`config.mk`:
```
export PLATFORM = sky130hd
export DESIGN_NAME = fetch_unit_flat
export DESIGN_NICKNAME = d
export VERILOG_FILES = /design/src/rtl/fetch_unit_if.sv /design/src/rtl/fetch_unit.sv /design/src/flat_wrapper.sv
export SDC_FILE = /design/constraint.sdc
export NUM_CORES = 1
export LEC_CHECK = 0
export CORE_ASPECT_RATIO = 1.2
export CORE_MARGIN = 1.5
export CORE_UTILIZATION = 30
export DETAILED_ROUTE_END_ITERATION = 7
export PLACE_DENSITY = 0.59
export SKIP_CTS_REPAIR_TIMING = 1
export SYNTH_ARGS = -nofsm -noshare
export SYNTH_HDL_FRONTEND = slang
export SYNTH_SLANG_ARGS = --single-unit
```
`constraint.sdc`:
```
create_clock -name clk -period 5.1 [get_ports clk]
set_input_delay 0.765 -clock clk [delete_from_list [all_inputs] [get_ports clk]]
set_output_delay 0.765 -clock clk [all_outputs]
set_load 0.05 [all_outputs]
```
`src/rtl/fetch_unit_if.sv`:
```
// Bundle between the fetch unit and its environment (program counter,
// instruction memory and decode).
//   master : the fetch unit itself (drives pc_inc, mem_rd/mem_addr, ir/ir_pc/ir_valid, fetch_err)
//   slave  : the environment (drives fetch_en, flush, pc_in, mem_rdata/mem_ready, ir_ready)
interface fetch_unit_if;
  localparam int unsigned ADDR_W = 16;
  localparam int unsigned DATA_W = 16;

  logic              fetch_en;
  logic              flush;
  logic [ADDR_W-1:0] pc_in;
  logic              pc_inc;
  logic              mem_rd;
  logic [ADDR_W-1:0] mem_addr;
  logic [DATA_W-1:0] mem_rdata;
  logic              mem_ready;
  logic [DATA_W-1:0] ir;
  logic [ADDR_W-1:0] ir_pc;
  logic              ir_valid;
  logic              ir_ready;
  logic              fetch_err;

  modport master (
    input  fetch_en, flush, pc_in, mem_rdata, mem_ready, ir_ready,
    output pc_inc, mem_rd, mem_addr, ir, ir_pc, ir_valid, fetch_err
  );

  modport slave (
    output fetch_en, flush, pc_in, mem_rdata, mem_ready, ir_ready,
    input  pc_inc, mem_rd, mem_addr, ir, ir_pc, ir_valid, fetch_err
  );
endinterface

```
`src/rtl/fetch_unit.sv`:
```
// Instruction fetch unit: issues one memory read per instruction, holds the
// fetched word until decode accepts it, and flags a sticky error when memory
// does not answer within TIMEOUT_CYCLES wait cycles.
// Ports:
//   clk   - rising-edge clock
//   reset - asynchronous, active-high reset
//   bus   - fetch_unit_if.master: PC handshake (pc_in/pc_inc), memory read
//           (mem_rd/mem_addr/mem_rdata/mem_ready), decode handshake
//           (ir/ir_pc/ir_valid/ir_ready), control (fetch_en/flush) and fetch_err.
module fetch_unit #(
  parameter int unsigned TIMEOUT_CYCLES = 255
) (
  input logic          clk,
  input logic          reset,
  fetch_unit_if.master bus
);
  localparam int unsigned ADDR_W = 16;
  localparam int unsigned DATA_W = 16;
  localparam int unsigned CNT_W  = 8;
  localparam logic [CNT_W-1:0] CNT_LAST = CNT_W'(TIMEOUT_CYCLES - 1);

  localparam logic [1:0] ST_IDLE = 2'd0;
  localparam logic [1:0] ST_WAIT = 2'd1;
  localparam logic [1:0] ST_HOLD = 2'd2;
  localparam logic [1:0] ST_ERR  = 2'd3;

  logic [1:0]        state, state_nxt;
  logic [CNT_W-1:0]  cnt, cnt_nxt;
  logic              pc_inc_nxt, mem_rd_nxt, ir_valid_nxt, fetch_err_nxt;
  logic [ADDR_W-1:0] mem_addr_nxt, ir_pc_nxt;
  logic [DATA_W-1:0] ir_nxt;
  logic              issue;

  // Next-state and next-output logic; flush overrides everything else.
  always_comb begin
    state_nxt     = state;
    cnt_nxt       = cnt;
    pc_inc_nxt    = 1'b0;
    mem_rd_nxt    = bus.mem_rd;
    mem_addr_nxt  = bus.mem_addr;
    ir_nxt        = bus.ir;
    ir_pc_nxt     = bus.ir_pc;
    ir_valid_nxt  = bus.ir_valid;
    fetch_err_nxt = bus.fetch_err;
    issue         = 1'b0;

    if (bus.flush) begin
      state_nxt     = ST_IDLE;
      cnt_nxt       = '0;
      mem_rd_nxt    = 1'b0;
      ir_valid_nxt  = 1'b0;
      fetch_err_nxt = 1'b0;
    end else begin
      case (state)
        ST_IDLE: issue = bus.fetch_en;
        ST_WAIT: begin
          if (bus.mem_ready) begin
            state_nxt    = ST_HOLD;
            ir_nxt       = bus.mem_rdata;
            ir_pc_nxt    = bus.mem_addr;
            ir_valid_nxt = 1'b1;
            mem_rd_nxt   = 1'b0;
          end else if (cnt == CNT_LAST) begin
            state_nxt     = ST_ERR;
            fetch_err_nxt = 1'b1;
            mem_rd_nxt    = 1'b0;
          end else begin
            cnt_nxt = cnt + 1'b1;
          end
        end
        ST_HOLD: begin
          if (bus.ir_ready) begin
            ir_valid_nxt = 1'b0;
            if (bus.fetch_en) begin
              issue = 1'b1;
            end else begin
              state_nxt = ST_IDLE;
            end
          end
        end
        ST_ERR: begin
          mem_rd_nxt   = 1'b0;
          ir_valid_nxt = 1'b0;
        end
        default: state_nxt = ST_IDLE;
      endcase

      // Issue path shared by IDLE and HOLD: pc_in is only sampled here.
      if (issue) begin
        state_nxt    = ST_WAIT;
        mem_addr_nxt = bus.pc_in;
        mem_rd_nxt   = 1'b1;
        pc_inc_nxt   = 1'b1;
        cnt_nxt      = '0;
      end
    end
  end

  // State and registered outputs.
  always_ff @(posedge clk or posedge reset) begin
    if (reset) begin
      state         <= ST_IDLE;
      cnt           <= '0;
      bus.pc_inc    <= 1'b0;
      bus.mem_rd    <= 1'b0;
      bus.mem_addr  <= '0;
      bus.ir        <= '0;
      bus.ir_pc     <= '0;
      bus.ir_valid  <= 1'b0;
      bus.fetch_err <= 1'b0;
    end else begin
      state         <= state_nxt;
      cnt           <= cnt_nxt;
      bus.pc_inc    <= pc_inc_nxt;
      bus.mem_rd    <= mem_rd_nxt;
      bus.mem_addr  <= mem_addr_nxt;
      bus.ir        <= ir_nxt;
      bus.ir_pc     <= ir_pc_nxt;
      bus.ir_valid  <= ir_valid_nxt;
      bus.fetch_err <= fetch_err_nxt;
    end
  end
endmodule

```
`src/flat_wrapper.sv`:
```
// flat-port wrapper written by rule: the top's interface ports become plain ports
module fetch_unit_flat 
#(
  parameter int unsigned TIMEOUT_CYCLES = 255
)
  (clk, reset, bus_fetch_en, bus_flush, bus_pc_in, bus_mem_rdata, bus_mem_ready, bus_ir_ready, bus_pc_inc, bus_mem_rd, bus_mem_addr, bus_ir, bus_ir_pc, bus_ir_valid, bus_fetch_err);
  fetch_unit_if bus_i ();
  input logic clk;
  input logic reset;
  input wire logic [$bits(bus_i.fetch_en)-1:0] bus_fetch_en;
  input wire logic [$bits(bus_i.flush)-1:0] bus_flush;
  input wire logic [$bits(bus_i.pc_in)-1:0] bus_pc_in;
  input wire logic [$bits(bus_i.mem_rdata)-1:0] bus_mem_rdata;
  input wire logic [$bits(bus_i.mem_ready)-1:0] bus_mem_ready;
  input wire logic [$bits(bus_i.ir_ready)-1:0] bus_ir_ready;
  output wire logic [$bits(bus_i.pc_inc)-1:0] bus_pc_inc;
  output wire logic [$bits(bus_i.mem_rd)-1:0] bus_mem_rd;
  output wire logic [$bits(bus_i.mem_addr)-1:0] bus_mem_addr;
  output wire logic [$bits(bus_i.ir)-1:0] bus_ir;
  output wire logic [$bits(bus_i.ir_pc)-1:0] bus_ir_pc;
  output wire logic [$bits(bus_i.ir_valid)-1:0] bus_ir_valid;
  output wire logic [$bits(bus_i.fetch_err)-1:0] bus_fetch_err;
  assign bus_i.fetch_en = bus_fetch_en;
  assign bus_i.flush = bus_flush;
  assign bus_i.pc_in = bus_pc_in;
  assign bus_i.mem_rdata = bus_mem_rdata;
  assign bus_i.mem_ready = bus_mem_ready;
  assign bus_i.ir_ready = bus_ir_ready;
  assign bus_pc_inc = bus_i.pc_inc;
  assign bus_mem_rd = bus_i.mem_rd;
  assign bus_mem_addr = bus_i.mem_addr;
  assign bus_ir = bus_i.ir;
  assign bus_ir_pc = bus_i.ir_pc;
  assign bus_ir_valid = bus_i.ir_valid;
  assign bus_fetch_err = bus_i.fetch_err;
  fetch_unit #(.TIMEOUT_CYCLES(TIMEOUT_CYCLES)) u_core (.clk(clk), .reset(reset), .bus(bus_i));
endmodule
```
==> flow_metrics.py <==
metrics = {
    "timing": {
        "fmax_ghz": 0.366,
        "setup_violations": 0,
        "rsz0062_at_grt": "false",
        "fin_skew_ns": 0.00371,
        "hold_ws_ns": 0.487,
        "setup_tns_ns": 0,
        "hold_viol_final": 0,
        "period_minus_slack_ns": 2.73,
        "period_share_pct": 53.6,
        "worstMarginPinSlew_ns": 0.952,
        "relSlewSlack_pct": 36.5,
        "drv_slew": 0,
    },
    "clock_network": {
        "numCtsBuffers": 9,
        "clkSlewWorstSetupHoldPaths_ns": 0.06,
        "cts-htree-levels": 3,
        "cts_max_path_buffers": 2,
        "clkLatencyLatePin_ns": 0.34,
        "clockRootBuffer": "clkbuf_8",
        "cts.sinks": 62,
        "cts_tree": "built",
    },
    "run_status": {
        "status": "finished clean",
    },
    "setup_path": {
        "crit_path_start_kind": "input port",
        "r2r-end": "u_core.bus.ir[8]",
        "cp_max_fo": 23,
        "r2r_start": "u_core.state[1]",
        "critPathCaptureType": "flop",
        "cp.required_ns": 5.32,
        "r2r.worst_path.cells": 3,
        "critPathArrivalTime_ns": 2.96,
        "worstSetupPathType": "input port to flop",
        "reg2reg_slack_ns": 2.95,
    },
    "synth": {
        "synth_fp_nets": 216,
        "ys_seq_area_share_pct": 61.6,
        "syn-cell-area_um2": 2520,
        "ys_warn_count": 0,
        "synth.distinct_cells": 31,
        "synthCells": 176,
        "synthTopCellsByArea": "dfrtp_1, mux2_2, a21oi_1",
        "syn_area_per_cell_um2": 14.3,
        "synth.top_cell.area_share_pct": 61.6,
        "yosys.area.top_type": "dfrtp_1",
        "yosys_register_bits": 62,
    },
    "drt": {
        "wl_um": 5300,
        "drt_pass1_iterations": 4,
        "drc": 0,
        "ant_nets": 0,
        "drtIter0Drc": 38,
        "routed_via_density": 4.38,
        "vias": 1716,
        "routedWlPerCell_um": 13.5,
    },
    "grt": {
        "grt_antenna_before_repair": 0,
        "grt_max_degree": 45,
        "grt_pass1_wl_um": 8630,
        "globalRouteTotalUtil_pct": 12.9,
        "first_global_vias": 1773,
        "grt_overflow": 0,
    },
    "die": {
        "initial_utilization_pct": 30.9,
        "pin_count": 90,
        "fp.dieW_um": 86.6,
        "die_y_um": 103,
        "die_area_um2": 8950,
        "num_rows": 36,
        "core_area_um2": 8150,
    },
    "worst_hold_path": {
        "whs_path_depth": 1,
        "hp-start": "u_core.bus.ir[0]",
        "hp-class": "flop to flop",
        "holdPathEnd": "u_core.bus.ir[0]",
    },
    "final_layout": {
        "final_nets": 313,
        "drive_gt1_share_pct": 24.5,
        "syn2layout_area_growth_pct": 46.8,
        "nFillCells": 766,
        "diodes": 0,
    },
    "pwr": {
        "clkPwrFrac_pct": 19.1,
        "p_comb_share_pct": 45.7,
        "vdd_drop_max_uv": 237,
        "p_per_area_nw_per_um2": 530,
        "leakage_nw": 1.52,
        "p_sw_uw": 825,
        "internal_power_mw": 1.13,
        "p_sw_share_pct": 42.1,
        "seqPwrFrac_pct": 35.2,
    },
    "flow_run": {
        "maxCapViolCount": 0,
    },
    "place": {
        "finalWeightedCongestion": 0.677,
        "hpwl_um": 3660,
        "portBuffers": 89,
    },
}
area by class of cell:
type	count	area, um^2	share of cell area, %
Timing Repair Buffer	91	906	24.5
Inverter	3	11.3	0.305
Multi-Input combinational cell	106	917	24.8
Sequential cell	62	1550	42.0
Clock inverter	4	22.5	0.609
Tap cell	114	143	3.86
Clock buffer	12	145	3.93
logic make-up (layout without fill, tap and decap cells):
logic type / count (synthesis) / count (layout) / share of synthesized area [%]
xor gates and xnor gates: 3 / 3 / 1.04
DFF: 62 / 62 / 61.6
adders and majority gates: 2 / 2 / 0.994
and+or+nand+nor: 36 / 36 / 8.60
muxes: 49 / 49 / 21.9
AOI/OAI and AO/OA: 16 / 16 / 3.93
buffers and inverters: 8 / 110 / 1.94
per-stage QoR:
stage | power [mW] | instance area [um^2] | util [%] | worst slack [ns] | instances
floorplan | 1.28 | 2520 | - | 2.79 | 176
global placement | 1.60 | 3530 | 43.3 | 2.00 | 376
detailed placement | 1.60 | 3530 | 43.3 | 1.96 | 376
CTS | 1.99 | 3700 | 45.3 | 2.32 | 392
global route | 2.06 | 3700 | 45.3 | 2.19 | 392
finish | 1.96 | 3700 | 45.3 | 2.37 | 392
per-layer routing:
layer	track usage, %	share of wire (%)	up-vias
met5	0	0	-
met4	8.56	2.6	0
met3	4.44	7.0	11
met2	19.7	46	59
met1	15.5	45	827
li1	-	-	819
power by group through the flow:
stage / combinational, mW / sequential [mW] / clock, mW
6_report: 0.895 / 0.691 / 0.374
5_1_grt: 0.933 / 0.711 / 0.414
4_1_cts: 0.903 / 0.695 / 0.389
3_5_place_dp: 0.902 / 0.702 / 0
3_3_place_gp: 0.896 / 0.703 / 0
2_1_floorplan: 0.137 / 1.14 / 0
cells in the final DEF, fill, tap and decap left out, types with 5 or more instances in the layout:
master	n
dfrtp_1	62
nand3_1	6
nor2_1	9
clkdlybuf4s50_1	89
clkbuf_8	10
mux2_2	46
nand2_1	5
a21oi_1	7
state kept, by name, indices dropped and copies added (netlist names):
register              flops
u_core.bus.fetch_err      1
u_core.bus.ir            16
u_core.bus.ir_pc         16
u_core.bus.ir_valid       1
u_core.bus.mem_addr      16
u_core.bus.mem_rd         1
u_core.bus.pc_inc         1
u_core.cnt                8
u_core.state              2
synthesized netlist by cell type:
library cell,instances
ha_1,2
nor2_1,9
a211oi_1,1
mux2_1,2
nor3_1,2
buf_1,1
nand4_1,2
a21oi_1,7
or2b_1,1
mux2_2,46
nor3b_4,1
o21ai_0,2
dfrtp_1,62
nand2_1,5
o211ai_1,3
nand3b_1,1
or3b_2,1
o21ai_2,1
and2b_1,1
xor2_1,3
nor2_2,1
mux2i_1,1
o31ai_1,2
or3_1,1
buf_4,3
buf_6,1
nand3_1,6
inv_1,3
and3_1,2
nor4b_4,1
nand2b_1,2
worst max-delay path, stage by stage:
cell,delay (ns)
clkdlybuf4s50_1,0.57
inv_1,0.11
nor4b_4,0.70
buf_4,0.43
mux2_2,0.38
worst max-delay path by stage:
stage	startpoint	to	slack, ns	cells past startpoint
finish	bus_mem_ready	u_core.bus.ir[8]	2.37	5
detailed placement	bus_mem_ready	u_core.bus.ir[8]	1.96	5
global placement	bus_mem_ready	u_core.bus.ir[5]	2.00	5
global route	bus_mem_ready	u_core.bus.ir_pc[2]	2.19	5
floorplan	reset	u_core.bus.fetch_err	2.79	1
CTS	bus_mem_ready	u_core.bus.ir[8]	2.32	5
(Power assumes the default switching activity.)
